### config.mk
export PLATFORM = sky130hd
export DESIGN_NAME = mem_seq_fsm
export DESIGN_NICKNAME = d
export VERILOG_FILES = /design/src/rtl/mem_seq_pkg.sv /design/src/rtl/mem_seq_watchdog.sv /design/src/rtl/mem_seq_fsm.sv
export SDC_FILE = /design/constraint.sdc
export NUM_CORES = 1
export LEC_CHECK = 0
export BUFFER_PORTS_ARGS = -buffer_cell sky130_fd_sc_hd__buf_2
export CAP_MARGIN = 20
export CORE_AREA = 2 2 279 281
export CTS_CLUSTER_DIAMETER = 150
export CTS_CLUSTER_SIZE = 40
export DETAILED_ROUTE_END_ITERATION = 10
export DIE_AREA = 0 0 281 283
export MAX_ROUTING_LAYER = met4
export PLACE_DENSITY_LB_ADDON = 0.15
export SLEW_MARGIN = 5
export SYNTH_ARGS = -nofsm -noshare
export SYNTH_HDL_FRONTEND = slang
export SYNTH_SLANG_ARGS = --single-unit
### constraint.sdc
create_clock -name clk -period 4.7 [get_ports clk]
set_clock_uncertainty 0.05 [all_clocks]
set_input_delay 0.47 -clock clk [delete_from_list [all_inputs] [get_ports clk]]
set_output_delay 0.47 -clock clk [all_outputs]
set_load 0.05 [all_outputs]
### src/rtl/mem_seq_pkg.sv
// Shared types, constants and sizing helpers for the multi-cycle memory sequencer.
package mem_seq_pkg;

    typedef enum logic [3:0] {
        StIdle,
        StIfReq,
        StIfWait,
        StExec,
        StRdReq,
        StRdWait,
        StWrReq,
        StWrWait,
        StCommit,
        StHalt
    } mem_seq_state_e;

    localparam logic [31:0] NOP_INST = 32'h00000013;

    function automatic int unsigned timer_w(int unsigned timeout);
        int unsigned w;
        w = $clog2(timeout + 1);
        return (w < 32'd1) ? 32'd1 : w;
    endfunction

endpackage

### src/rtl/mem_seq_watchdog.sv
// Per-state watchdog: counts cycles spent in a request/wait state and flags a hung handshake.
module mem_seq_watchdog
    import mem_seq_pkg::*;
#(
    parameter int unsigned TIMEOUT = 255
) (
    input  logic clk,
    input  logic rst,
    input  logic clr_i,
    input  logic en_i,
    output logic expired_o
);

    localparam int unsigned CntW = timer_w(TIMEOUT);

    logic [CntW-1:0] cnt_q;

    // Saturates once expired so a held-off FSM cannot wrap the count.
    always_ff @(posedge clk) begin
        if (rst || clr_i) begin
            cnt_q <= '0;
        end else if (en_i && !expired_o) begin
            cnt_q <= cnt_q + 1'b1;
        end
    end

    generate
        if (TIMEOUT == 0) begin : g_disabled
            assign expired_o = 1'b0;
        end else begin : g_enabled
            assign expired_o = en_i && (cnt_q == CntW'(TIMEOUT - 1));
        end
    endgenerate

endmodule

### src/rtl/mem_seq_fsm.sv
// Multi-cycle memory sequencer: fetch on imem, then optional read and/or write on dmem,
// stalling the core until every access has completed.
module mem_seq_fsm
    import mem_seq_pkg::*;
#(
    parameter int unsigned ADDR_W  = 64,
    parameter int unsigned DATA_W  = 64,
    parameter int unsigned MASK_W  = DATA_W / 8,
    parameter int unsigned TIMEOUT = 255
) (
    input  logic              clk,
    input  logic              rst,
    input  logic [ADDR_W-1:0] pc,
    input  logic              re_mem,
    input  logic              we_mem,
    input  logic [ADDR_W-1:0] d_addr,
    input  logic [DATA_W-1:0] d_wdata,
    input  logic [MASK_W-1:0] d_wmask,
    output logic              imem_rreq_valid,
    input  logic              imem_rreq_ready,
    output logic [ADDR_W-1:0] imem_raddr,
    input  logic              imem_rrsp_valid,
    output logic              imem_rrsp_ready,
    input  logic [DATA_W-1:0] imem_rdata,
    output logic              dmem_rreq_valid,
    input  logic              dmem_rreq_ready,
    output logic [ADDR_W-1:0] dmem_raddr,
    input  logic              dmem_rrsp_valid,
    output logic              dmem_rrsp_ready,
    input  logic [DATA_W-1:0] dmem_rdata,
    output logic              dmem_wreq_valid,
    input  logic              dmem_wreq_ready,
    output logic [ADDR_W-1:0] dmem_waddr,
    output logic [DATA_W-1:0] dmem_wdata,
    output logic [MASK_W-1:0] dmem_wmask,
    input  logic              dmem_wrsp_valid,
    output logic              dmem_wrsp_ready,
    output logic [31:0]       inst,
    output logic [DATA_W-1:0] rdata,
    output logic              stall,
    output logic              err
);

    mem_seq_state_e    state_q, state_d;
    logic [ADDR_W-1:0] addr_q;
    logic [DATA_W-1:0] wdata_q;
    logic [MASK_W-1:0] wmask_q;
    logic              we_q;
    logic              wd_clr, wd_en, wd_expired;
    logic              unused_pc_lsb;

    // PC is frozen by stall, so the fetch address can follow it directly.
    assign imem_raddr    = {pc[ADDR_W-1:3], 3'b000};
    assign dmem_raddr    = addr_q;
    assign dmem_waddr    = addr_q;
    assign dmem_wdata    = wdata_q;
    assign dmem_wmask    = wmask_q;
    assign unused_pc_lsb = ^pc[1:0];

    assign wd_en  = state_q inside {StIfReq, StIfWait, StRdReq, StRdWait, StWrReq, StWrWait};
    assign wd_clr = (state_d != state_q);

    mem_seq_watchdog #(
        .TIMEOUT(TIMEOUT)
    ) u_watchdog (
        .clk      (clk),
        .rst      (rst),
        .clr_i    (wd_clr),
        .en_i     (wd_en),
        .expired_o(wd_expired)
    );

    always_comb begin
        state_d = state_q;
        unique case (state_q)
            StIdle:   state_d = StIfReq;
            StIfReq:  if (imem_rreq_valid && imem_rreq_ready) state_d = StIfWait;
            StIfWait: if (imem_rrsp_valid && imem_rrsp_ready) state_d = StExec;
            StExec: begin
                if (re_mem)      state_d = StRdReq;
                else if (we_mem) state_d = StWrReq;
                else             state_d = StCommit;
            end
            StRdReq:  if (dmem_rreq_valid && dmem_rreq_ready) state_d = StRdWait;
            StRdWait: begin
                if (dmem_rrsp_valid && dmem_rrsp_ready) state_d = we_q ? StWrReq : StCommit;
            end
            StWrReq:  if (dmem_wreq_valid && dmem_wreq_ready) state_d = StWrWait;
            StWrWait: if (dmem_wrsp_valid && dmem_wrsp_ready) state_d = StCommit;
            StCommit: state_d = StIfReq;
            StHalt:   state_d = StHalt;
            default:  state_d = StIdle;
        endcase
        if (wd_expired && (state_d == state_q)) state_d = StHalt;
    end

    // Outputs are decoded from the next state so they are registered and line up with state_q.
    always_ff @(posedge clk) begin
        if (rst) begin
            state_q         <= StIdle;
            imem_rreq_valid <= 1'b0;
            imem_rrsp_ready <= 1'b0;
            dmem_rreq_valid <= 1'b0;
            dmem_rrsp_ready <= 1'b0;
            dmem_wreq_valid <= 1'b0;
            dmem_wrsp_ready <= 1'b0;
            stall           <= 1'b1;
            err             <= 1'b0;
            inst            <= NOP_INST;
            rdata           <= '0;
            addr_q          <= '0;
            wdata_q         <= '0;
            wmask_q         <= '0;
            we_q            <= 1'b0;
        end else begin
            state_q         <= state_d;
            imem_rreq_valid <= (state_d == StIfReq);
            imem_rrsp_ready <= (state_d == StIfWait);
            dmem_rreq_valid <= (state_d == StRdReq);
            dmem_rrsp_ready <= (state_d == StRdWait);
            dmem_wreq_valid <= (state_d == StWrReq);
            dmem_wrsp_ready <= (state_d == StWrWait);
            stall           <= (state_d != StCommit);
            if (state_d == StHalt) err <= 1'b1;
            if (imem_rrsp_valid && imem_rrsp_ready) begin
                inst <= pc[2] ? imem_rdata[63:32] : imem_rdata[31:0];
            end
            if (state_q == StExec) begin
                addr_q  <= d_addr;
                wdata_q <= d_wdata;
                wmask_q <= d_wmask;
                we_q    <= we_mem;
            end
            if (dmem_rrsp_valid && dmem_rrsp_ready) rdata <= dmem_rdata;
        end
    end

endmodule

# Word level (Yosys, flattened, before mapping)

Cells that the tools add are included.

Multiplexer cells: 12
Reductions and logical operators: 14
Equal/unequal tests: 20
Add/sub/neg operators: 1

Operator list:

| operator                                                              | count |
|---|---|
| 4-bit 2-to-1 mux                                                      | 10 |
| 4-bit one-hot mux with 9 select lines                                 | 1 |
| 4-bit by 3-bit equality test with 1-bit output, second input constant | 8 |
| 32-bit 2-to-1 mux                                                     | 1 |
| 4-bit by 2-bit equality test with 1-bit output, second input constant | 3 |
| 4-bit equality test, second input constant                            | 3 |
| 1-bit logical AND                                                     | 9 |
| 8-bit by 1-bit adder with 8-bit output, second input constant         | 1 |
| 4-bit by 1-bit equality test with 1-bit output, second input constant | 2 |
| 8-bit equality test, second input constant                            | 1 |
| 6-bit nonzero test                                                    | 1 |
| 4-bit equality test                                                   | 1 |
| 4-bit logical NOT                                                     | 1 |
| 4-bit != test                                                         | 1 |
| 4-bit != test, second input constant                                  | 1 |
| 2-bit OR reduction                                                    | 1 |
| 1-bit logical NOT                                                     | 1 |
| 1-bit logical OR                                                      | 1 |

Logic and storage cells: 63
Bits of input ports: 338
Output and inout port bits: 368
Flip-flop bits (word level): 253

# Logic depth before layout (Yosys ltp)

Gate-level depths: netlist of the first run.

Word-level depth: 8
Gate-level depth with buffers: 9

# By module

Synthesis of the first run repeated with hierarchy kept, for this count alone.

Cells, all modules: 1291
Area total of the unflattened synthesis: 10375.0 um2

By module, submodules not included:

| module           | times used | area an instance (um2) | cells each |
|---|---|---|---|
| mem_seq_fsm      | 1          | 9919.5                 | 1240 |
| mem_seq_watchdog | 1          | 455.4                  | 51 |

# Worst setup path after synthesis of the first run

No wires, ideal clock.

Path kind: register -> register
Start point: register imem_rrsp_ready
End point: register inst[21]
Setup time: 137 ps
Slack: 2875 ps
Data required time: 4513 ps
Arrival: 1637 ps
Cell stages (with the launch flop): 6
Path buffers: 3
Period minus slack after synthesis: 1825 ps
Cells stage by stage: dfxtp_1 and2_1 clkbuf_1 clkbuf_1 buf_1 a211oi_1

Word-level cells in the longest chain between the ends: 1

Ends and longest elaborated chain:

| element                  | RTL line           | RTL |
|---|---|---|
| start: declaration       | mem_seq_fsm.sv:23  | `output logic imem_rrsp_ready,` |
| start signal: assignment | mem_seq_fsm.sv:118 | `imem_rrsp_ready <= (state_d == StIfWait);` |
| 1-bit logical AND        | mem_seq_fsm.sv:125 | `if (imem_rrsp_valid && imem_rrsp_ready) begin` |
| end signal: assignment   | mem_seq_fsm.sv:126 | `inst <= pc[2] ? imem_rdata[63:32] : imem_rdata[31:0];` |
| end: declaration         | mem_seq_fsm.sv:38  | `output logic [31:0] inst,` |

Every way passes these cells.
A chain may end at the register's enable or synchronous reset.

# Final worst setup path of the first run

Start point: register state_q[3]
End point: register addr_q[11], in the netlist dmem_raddr[11]

Word-level cells in the longest chain between the ends: 1

Ends and longest elaborated chain:

| element                                        | RTL line           | RTL |
|---|---|---|
| start: declaration                             | mem_seq_fsm.sv:44  | `mem_seq_state_e state_q, state_d;` |
| start signal: assignment                       | mem_seq_fsm.sv:100 | `state_q <= StIdle;` |
| start signal: assignment                       | mem_seq_fsm.sv:116 | `state_q <= state_d;` |
| 4-bit by 2-bit equality test with 1-bit output | mem_seq_fsm.sv:128 | `if (state_q == StExec) begin` |
| end signal: assignment                         | mem_seq_fsm.sv:129 | `addr_q <= d_addr;` |
| end: declaration                               | mem_seq_fsm.sv:45  | `logic [ADDR_W-1:0] addr_q;` |

Every way passes these cells.

==> results of run 1 <==
worst max path at each step:
stage,from,end,depth (start not counted)
final,state_q[3]$_SDFF_PP0_,dmem_raddr[11]$_SDFFE_PP0P_,5
after global routing,state_q[3]$_SDFF_PP0_,dmem_raddr[20]$_SDFFE_PP0P_,5
after CTS,state_q[3]$_SDFF_PP0_,dmem_wdata[23]$_SDFFE_PP0P_,5
after detailed placement,state_q[3]$_SDFF_PP0_,dmem_wdata[23]$_SDFFE_PP0P_,5
after global placement,state_q[3]$_SDFF_PP0_,dmem_raddr[2]$_SDFFE_PP0P_,5
after floorplan,imem_rrsp_ready$_SDFF_PP0_,inst[21]$_SDFFE_PP0P_,5
sequential cells by signal (all words and copies together) (netlist names):
signal	cells
stall	1
u_watchdog.cnt_q	8
imem_rrsp_ready	1
we_q	1
dmem_wdata	64
dmem_raddr	64
rdata	64
err	1
state_q	4
imem_rreq_valid	1
dmem_wrsp_ready	1
dmem_wreq_valid	1
dmem_rrsp_ready	1
dmem_wmask	8
inst	32
dmem_rreq_valid	1
metrics by stage:
stage	setup slack (ns)	utilization (%)	cell area, µm²	hold slack, ns
2_1_floorplan	2.88	-	10500	0.420
6_report	1.84	18.0	13800	0.0732
4_1_cts	1.72	18.0	13800	0.0248
3_5_place_dp	1.74	17.4	13400	0.393
5_1_grt	1.51	18.0	13800	0.0375
3_3_place_gp	1.74	17.4	13400	0.390
worst max-delay path, stage by stage (launching register included):
cell and delay, ns:
dfxtp_1 0.73, nor2b_1 0.23, nand2_4 0.50, buf_4 0.82
nand2_1 0.13, a21oi_1 0.17
final cells by class:
class                           instances  area, µm²
Clock inverter                          7        104
Multi-Input combinational cell        807       4040
Inverter                                7       26.3
Sequential cell                       253       5060
Timing Repair Buffer                  585       2950
Fill cell                            8775      62900
Clock buffer                           13        325
Antenna cell                            8       20.0
Tap cell                             1040       1300
logic make-up (layout without fill, tap and decap cells):
logic type,after synthesis,after routing,synth area share (%)
AOI/OAI and AO/OA,262,262,14.7
xor gates and xnor gates,8,8,0.671
buffers and inverters,221,612,13.1
DFF,253,253,48.5
adders and majority gates,2,2,0.240
muxes,32,32,3.07
other,1,11,0.0359
and+or+nand+nor,500,500,19.8
cell usage after synthesis (7+ instances only):
library cell / instances
nand2_1: 412
mux2i_1: 32
dfxtp_1: 253
clkbuf_1: 49
xnor2_1: 8
buf_2: 20
a211oi_1: 31
buf_1: 12
nand3_1: 7
a21oi_1: 206
nor2_1: 44
buf_4: 130
power by group:
group,switching (W),internal [W]
clock,0.000879,0.000553
combinational,0.000352,0.000178
sequential,0.0000355,0.00218
total,0.00127,0.00291
per-layer routing:
metal | wire (µm) | track usage, %
met3 | 4530 | 4.20
met5 | 0 | -
met4 | 1130 | 2.70
met2 | 19300 | 16.5
met1 | 16200 | 10.8
==> impl_results.md, run 1 <==
- Rows: ~100
- Die H: about 280 µm
- Worst R2R End: dmem_raddr[11]$_SDFFE_PP0P_
- Min-delay worst type: input pin to register
- Largest net degree at the start of global routing: 96
- VDD IR max: 0.202 mV
- Outcome: finished clean
- Register bit total from synthesis: 253
- CTS Buf Count: 12
- Synth Warn #: 0
- Worst-Margin Slew: 1.02 ns
- FF-to-FF path depth: 5
- DR DRC count: 0
- Die width: 281 µm
- WL/cell: ~15 µm
- Antenna Nets Post-Route: 0
- Clock latency on the worst-skew pair: approximately 0.53 ns
- Vias in the first global route: 9416
- Wirelength, routed: 41100 µm
- Internal reg-to-reg setup slack: 1.84 ns
- Hold_buf cts: 0
- Post-CTS setup buffer count: 0
- Hold Startpoint: d_wdata[61]
- Register area share after synthesis: slightly below 50%
- Final-report hold violation count: 0
- First-pass GRT wire length: roughly 59000 µm
- Post-route insts no fill: ~2700
- Syn Inst Count: 1279
- Num Clock Sinks: ~250
- Asr flop ratio synth: 0%
- Post-cts resize count: 0
- Dominant cells by area after synthesis: dfxtp_1 48%, nand2_1 15%, a21oi_1 9.9%
- Nets@finish: 2006
- Syn Area/Cell: 8.17 µm²
- CTS tree: yes
- DRT Pass-1 Iters: 6
- DP HPWL: just over 30000 µm
- Most frequent cells in the layout: 577 x buf_2, 410 x nand2_1, 253 x dfxtp_1
- GRT overflow: 0
- Pleak: 5.94 nW
- Commonest non-fill, non-tap cell in the layout: buf_2
- Area Growth Syn to Fin: 32.5%
- Io pins: 706
- Tot Pwr: 0.00418 W
- Max Fclk: approximately 350 MHz
- Fin. max-slew vios: 0
- Post-route minimum period: between 2 and 3 ns
- GP Congestion: ~0.74
- Clock Pin Slew Worst Setup and Hold Paths: between 0.15 and 0.2 ns
- Pwr dens: 302 mW/mm²
- CP Data Required Time: 5.12 ns
- Initial antenna violation count: 10
- Vias per inst: 3.56
- Slew headroom: approximately a third
- Clk buf depth: 3
- EDFF count, synth: 0
- Total track usage: 9.94%
- Setup TNS: 0 ns
- Die area: 0.0795 mm²
- Core area: 0.0767 mm²
- Setup crit end kind: register
- Share of cells above drive strength 1: 37.7%
- Hold Crit Depth: 3
- Initial core utilization: 13.6%
- Yosys top cell area share: 48.5%
- H-tree depth: 1
- Clock root buffer: clkbuf_16
- Critical path class: register to register
- Worst r2r src: state_q[3]$_SDFF_PP0_
- CP max FO: 85
- Worst Hold End: dmem_wdata[61]$_SDFFE_PP0P_
- Post-Syn Area: 0.0104 mm²
- RSZ-0062 raised after global routing: no
- Commonest register cell after synthesis: dfxtp_1
- DR iter-0 viols: 382
- Placed insts: 2692
- Cell variety after synth: 55
- Crit share post-route: 60.9%
- Max-cap viol count: 0
- Arrival @ worst endpoint: ~3.3 ns
- CP Launch Type: register
- IO Port Bufs: 578
- Cell taking the most area after synthesis: dfxtp_1
- DR vias: 9686
- Final setup vio count: 0
Power figures use the tool's default switching activity.
==> run 2, diff against run 1 <==
--- a/config.mk
+++ b/config.mk
@@ -7,11 +7,11 @@
 export LEC_CHECK = 0
 export BUFFER_PORTS_ARGS = -buffer_cell sky130_fd_sc_hd__buf_2
 export CAP_MARGIN = 20
-export CORE_AREA = 2 2 279 281
+export CORE_AREA = 2 2 272 274
 export CTS_CLUSTER_DIAMETER = 150
 export CTS_CLUSTER_SIZE = 40
 export DETAILED_ROUTE_END_ITERATION = 10
-export DIE_AREA = 0 0 281 283
+export DIE_AREA = 0 0 274 276
 export MAX_ROUTING_LAYER = met4
 export PLACE_DENSITY_LB_ADDON = 0.15
 export SLEW_MARGIN = 5
==> constraint.sdc (replaced) <==
create_clock -name clk -period 2.75 [get_ports clk]
set_clock_uncertainty 0.05 [all_clocks]
set_input_delay 0.275 -clock clk [delete_from_list [all_inputs] [get_ports clk]]
set_output_delay 0.275 -clock clk [all_outputs]
set_load 0.05 [all_outputs]
==> run 2 against run 1 <==
Sequential share of layout area decreased by 5.5 points. Die area down 4.9%. Register-to-register slack got worse by 1.4 ns. Sequential power rose by 70%. Largest power group unchanged.
==> impl_results.md, run 2 (synthesis gave the netlist of run 1 again) <==
- Outcome: finished clean
- CP max FO: 137
- Fill cells: between 8000 and 9000
- Top sig layer: met4
- Worst r2r src: state_q[3]$_SDFF_PP0_
- DRT Pass-1 Iters: 4
- Vias in the first global route: 10524
- VDD IR max: slightly above 0.3 mV
- Setup TNS: 0 ns
- Max-cap viol count: 0
- Final setup vio count: 0
- First-pass GRT wire length: 60100 µm
- Clock latency on the worst-skew pair: roughly 0.54 ns
- CTS Buf Count: 12
- Share of cells above drive strength 1: 33.3%
- FF-to-FF path depth: 6
- Vias per inst: approximately 3.7
- Die area: ~0.076 mm²
- Antenna Nets Post-Route: 0
- CP Launch Type: register
- Critical path startpoint: state_q[3]$_SDFF_PP0_
- Worst-Margin Slew: 0.993 ns
- Post-route design area: 0.0163 mm²
- Max Fclk: between 400 and 500 MHz
- Slew headroom: 33.8%
- Die width: between 200 and 300 µm
- Rows: 99
- Wirelength, routed: around 40000 µm
- Post-route minimum period: ~2.3 ns
- CTS tree: yes
- WL/cell: 14.1 µm
- RSZ-0062 raised after global routing: no
- Fin. max-slew vios: 0
- Sequential Power Share: 51.1%
- P_sw: 0.00218 W
- Pwr dens: between 400 and 500 mW/mm²
- Metal-1 WL: 16600 µm
- DR DRC count: 0
- Commonest non-fill, non-tap cell in the layout: buf_2
- Critical path class: register to register
- WL met3: approximately 3400 µm
- Final-report hold violation count: 0
- Initial core utilization: 14.4%
- Slowest cell on crit path: dfxtp_1
- Most frequent cells in the layout: 577 x buf_2, 410 x nand2_1, 253 x dfxtp_1
- Setup crit end kind: register
- Combinational share of power: about 16%
- Slowest stage delay, CP: 0.74 ns
- Arrival @ worst endpoint: roughly 2.8 ns
- Crit path cell chain: nor2b_1 -> nand2_4 -> buf_12 -> nand2_1 -> a21oi_1 -> dlygate4sd3_1
- Total track usage: ~10%
- GP Congestion: 0.772
- Die H: 276 µm
- Initial antenna violation count: 4
- DR vias: 10545
- Largest net degree at the start of global routing: 141
- CP Data Required Time: 3.18 ns
- Hold Crit Depth: 3
- Pleak: 7.01 nW
- Core area: 0.0726 mm²
- GRT overflow: 0
- IO Port Bufs: 578
- Clk buf depth: 3
- Min-delay worst type: input pin to register
- Hold Startpoint: dmem_rdata[55]
- DR iter-0 viols: about 340
- DP HPWL: 28900 µm
- Met2 WL post-DR: 19600 µm
- Io pins: 706
- Num Clock Sinks: 253
- Sw Share: between 20 and 30%
- Clock root buffer: clkbuf_16
- H-tree depth: 1
- Crit share post-route: 85.2%
- Post-cts resize count: 0
- DP Area: 0.0134 mm²
- Area Growth Syn to Fin: 55.7%
- Clk network pwr share: between 30% and 40%
- Nets@finish: 2252
- Internal cell power: 0.00522 W
- Clock Pin Slew Worst Setup and Hold Paths: ~0.13 ns
run 2: cell count changes in the layout (fill, tap and decap cells not counted):
cell and delta:
buf_4 +1, clkinv_16 +1, clkinv_4 -1, dlygate4sd3_1 +239, clkinvlp_4 +1, buf_12 +6
inv_12 -1, diode_2 -3
run 2: metrics by stage:
step	total power [W]	cells	setup slack, ns	hold WS, ns	util [%]
after global placement	0.00480	2618	0.614	0.390	18.5
after detailed placement	0.00480	2618	0.616	0.394	18.5
final	0.00740	2882	0.407	0.0350	22.4
after global routing	0.00779	2881	0.145	0.0329	22.4
after CTS	0.00762	2877	0.193	0.000482	22.4
after floorplan	0.00468	1281	0.925	0.361	-
run 2: critical path, delay by kind of cell, from the launching register on:
family,cells,cell delay [ns]
buffers and inverters,2,0.89
AOI/OAI and AO/OA,1,0.15
DFF,1,0.74
and+or+nand+nor,3,0.47
run 2: timing repair:
item,in CTS,in global routing
hold buffers,239,0
endpoints found under the setup margin,0,0
hold endpoints to repair,224,0
setup buffers,0,0
run 2: cell type report:
class / count / area (µm²) / area share (%)
Sequential cell: 253 / 5060 / 31.2
Tap cell: 959 / 1200 / 7.38
Clock buffer: 13 / 325 / 2.00
Clock inverter: 7 / 116 / 0.716
Inverter: 7 / 26.3 / 0.162
Antenna cell: 5 / 12.5 / 0.0770
Timing Repair Buffer: 831 / 5470 / 33.7
Multi-Input combinational cell: 807 / 4040 / 24.8
run 2: worst paths after layout:
| path | to | slack (ns) |
|---|---|---|
| setup reg to reg | we_q$_SDFFE_PP0P_ | 0.41 |
| hold / removal | rdata[55]$_SDFFE_PP0P_ | 0.03 |
| hold reg to reg | dmem_wdata[16]$_SDFFE_PP0P_ | 0.41 |
| setup / recovery | we_q$_SDFFE_PP0P_ | 0.41 |
run 2: routing by layer:
layer	global-route usage, %	vias to the layer above
li1	-	5323
met1	11.2	4770
met2	18.1	407
met3	3.01	45
met4	3.09	0
met5	-	-
run 2: power groups by stage:
| stage | registers [W] | logic, W | clock network, W |
|---|---|---|---|
| 2_1_floorplan | 0.00402 | 0.000658 | 0 |
| 3_3_place_gp | 0.00386 | 0.000937 | 0 |
| 3_5_place_dp | 0.00386 | 0.000935 | 0 |
| 4_1_cts | 0.00378 | 0.00122 | 0.00262 |
| 5_1_grt | 0.00379 | 0.00130 | 0.00270 |
| 6_report | 0.00378 | 0.00120 | 0.00242 |
==> run 3, diff against run 2 <==
--- a/config.mk
+++ b/config.mk
@@ -5,6 +5,7 @@
 export SDC_FILE = /design/constraint.sdc
 export NUM_CORES = 1
 export LEC_CHECK = 0
+export ABC_AREA = 1
 export BUFFER_PORTS_ARGS = -buffer_cell sky130_fd_sc_hd__buf_2
 export CAP_MARGIN = 20
 export CORE_AREA = 2 2 272 274
==> run 3 against run 2 <==
Combinational power increased by 13%. Maximum frequency increased by 4.3%. Clock power decreased by 12%. Worst setup slack improved by 0.098 ns. Largest power group unchanged. Worst hold slack about the same. Sequential cell count unchanged. Wire length increased by 2.5%. Register-to-register slack improved by 0.098 ns.
==> impl_results.md, run 3 <==
- Outcome: finished clean
- CP max FO: 61
- DP Worst Slack: 0.644 ns
- Max Fclk: ~450 MHz
- WL/cell: 14.0 µm
- Mux share of post-synthesis cell area: 0%
- Die area: 0.0756 mm²
- Commonest register cell after synthesis: dfxtp_1
- Critical path class: register to register
- Post-CTS setup buffer count: 0
- XOR/XNOR Fraction of Synth Area: 0.585%
- Initial core utilization: 14.4%
- Nets@finish: 2340
- Post-Syn Area: 0.0105 mm²
- Commonest non-fill, non-tap cell in the layout: buf_2
- Share of cells above drive strength 1: about a third
- Bufs and invs on worst path: 3
- Total track usage: 10.5%
- Register bit total from synthesis: 253
- Min-delay worst type: input pin to register
- Wirelength, routed: 41500 µm
- DP Area: 0.0135 mm²
- CTS tree: yes
- Placed insts: 2739
- Arrival @ worst endpoint: 2.66 ns
- Most frequent cells in the layout: 578 x buf_2, 428 x nor2_1, 253 x dfxtp_1
- Clock Pin Slew Worst Setup and Hold Paths: between 0.1 and 0.15 ns
- Largest family of logic cells by synthesized area: simple AND/OR/NAND/NOR gates
- Clock root buffer: clkbuf_16
- Fraction of the mapped netlist area in adder cells: less than 1%
- Register area share after synthesis: 48.3%
- DR iter-0 viols: roughly 420
- DR DRC count: 0
- Synth Area in Compound Gates: 12.6%
- Setup crit end kind: register
- Die H: 276 µm
- Post-cts resize count: 0
- Post-route design area: 0.0159 mm²
- Final setup vio count: 0
- Pwr dens: 460 mW/mm²
- Clk buf depth: 3
- Delay-heaviest family, CP: buffers and inverters
- Post-route insts no fill: 2962
- CTS Buf Count: 11
- Die width: 274 µm
- Most frequent cell after synthesis: nor2_1
- Core area: about 0.073 mm²
- Setup TNS: 0 ns
- IO Port Bufs: 578
- Post-route minimum period: between 2 and 2.5 ns
- Initial antenna violation count: 0
- RSZ-0062 raised after global routing: no
- VDD IR max: 0.411 mV
- Vias in the first global route: around 11000
- Cell taking the most area after synthesis: dfxtp_1
- Dominant cells by area after synthesis: dfxtp_1 48%, nor2_1 15%, o21ai_0 10%
- Crit path cell chain: nand2_1 -> inv_2 -> buf_4 -> o21ai_0 -> o21ai_0 -> dlygate4sd3_1
- GRT overflow: 0
- Slowest cell on crit path: dlygate4sd3_1
- Largest net degree at the start of global routing: ~110
- Vias per inst: 3.69
- Layout Utilization: 21.9%
- Post-route setup slack: 0.504 ns
- Area Growth Syn to Fin: 51.5%
- Simple-gate share of the synthesized area: 23.8%
- DR vias: ~11000
- Post-synth top cells: 429 x nor2_1, 253 x dfxtp_1, 209 x o21ai_0, 129 x buf_4, 109 x nand2_1
- GP Congestion: 0.786
- Slew headroom: 44.7%
- Pleak: 7.96 nW
- Fin. max-slew vios: 0
- Io pins: ~700
- Final-report hold violation count: 0
- Syn Inst Count: 1394
- Rows: 99
- Yosys top cell area share: 48.3%
- H-tree depth: 1
- Crit path top cell by count: o21ai_0
- Syn Area/Cell: between 7 and 8 µm²
- Hold_buf cts: 207
- EDFF count, synth: 0
- Clock latency on the worst-skew pair: 0.52 ns
- CP Launch Type: register
- First-pass GRT wire length: 61400 µm
- DP HPWL: 30200 µm
- Synth Warn #: 0
- Max-cap viol count: 0
- Worst-Margin Slew: 0.830 ns
- DRT Pass-1 Iters: 4
- Cell variety after synth: 30
- Ant diodes: 0
- Antenna Nets Post-Route: 0
- Asr flop ratio synth: 0%
- CP Data Required Time: about 3.2 ns
- Num Clock Sinks: between 200 and 300
- Crit share post-route: 81.7%
- Slowest stage delay, CP: 0.55 ns
[run 3: path summary, 6_finish.rpt]
path | depth (start not counted) | slack, ns | from | endpoint
worst max register to register | 6 | 0.50 | imem_rrsp_ready$_SDFF_PP0_ | inst[0]$_SDFFE_PP1P_
worst min register to register | 2 | 0.42 | err$_SDFFE_PP0N_ | err$_SDFFE_PP0N_
worst min-delay path | 3 | 0.03 | imem_rdata[4] | inst[4]$_SDFFE_PP1P_
worst max-delay path | 6 | 0.50 | imem_rrsp_ready$_SDFF_PP0_ | inst[0]$_SDFFE_PP1P_
[run 3: area by class of cell]
type	instances	area [µm²]
clock inverter	4	48.8
inverter	55	214
tap	959	1200
fill	8289	56700
clock buffer	12	279
multi-input combinational	875	3920
timing repair buffer	804	5140
sequential	253	5060
[run 3: power by group]
group / switching, W / internal, W / leakage (nW)
logic: 0.000841 / 0.000517 / 5.76
clock network: 0.00135 / 0.000782 / 0.161
registers: 0.0000602 / 0.00375 / 2.04
[run 3: routing by layer]
layer / GRT usage [%] / up-vias / part of all wire [%]
met3: 1.73 / 53 / 5.9
met1: 11.7 / 5017 / 41
met4: 3.08 / 0 / 2.8
met2: 19.1 / 369 / 50
li1: - / 5488 / -
met5: - / - / 0
[run 3: worst min-delay path, delay by kind of cell]
kind,cells,cell delay [ns]
buf+inv,1,0.10
compound gates,2,0.19
[run 3: metrics by stage]
step | hold slack (ns) | power (W)
after detailed placement | 0.410 | 0.00503
after global placement | 0.399 | 0.00504
after CTS | 0.00204 | 0.00750
after global routing | 0.0199 | 0.00769
after floorplan | 0.360 | 0.00487
final | 0.0349 | 0.00730
[run 3: logic make-up after synthesis]
logic type,Yosys count
and+or+nand+nor,616
buffers and inverters,268
DFF,253
AOI/OAI and AO/OA,247
adders and majority gates,2
other,1
xor gates and xnor gates,7
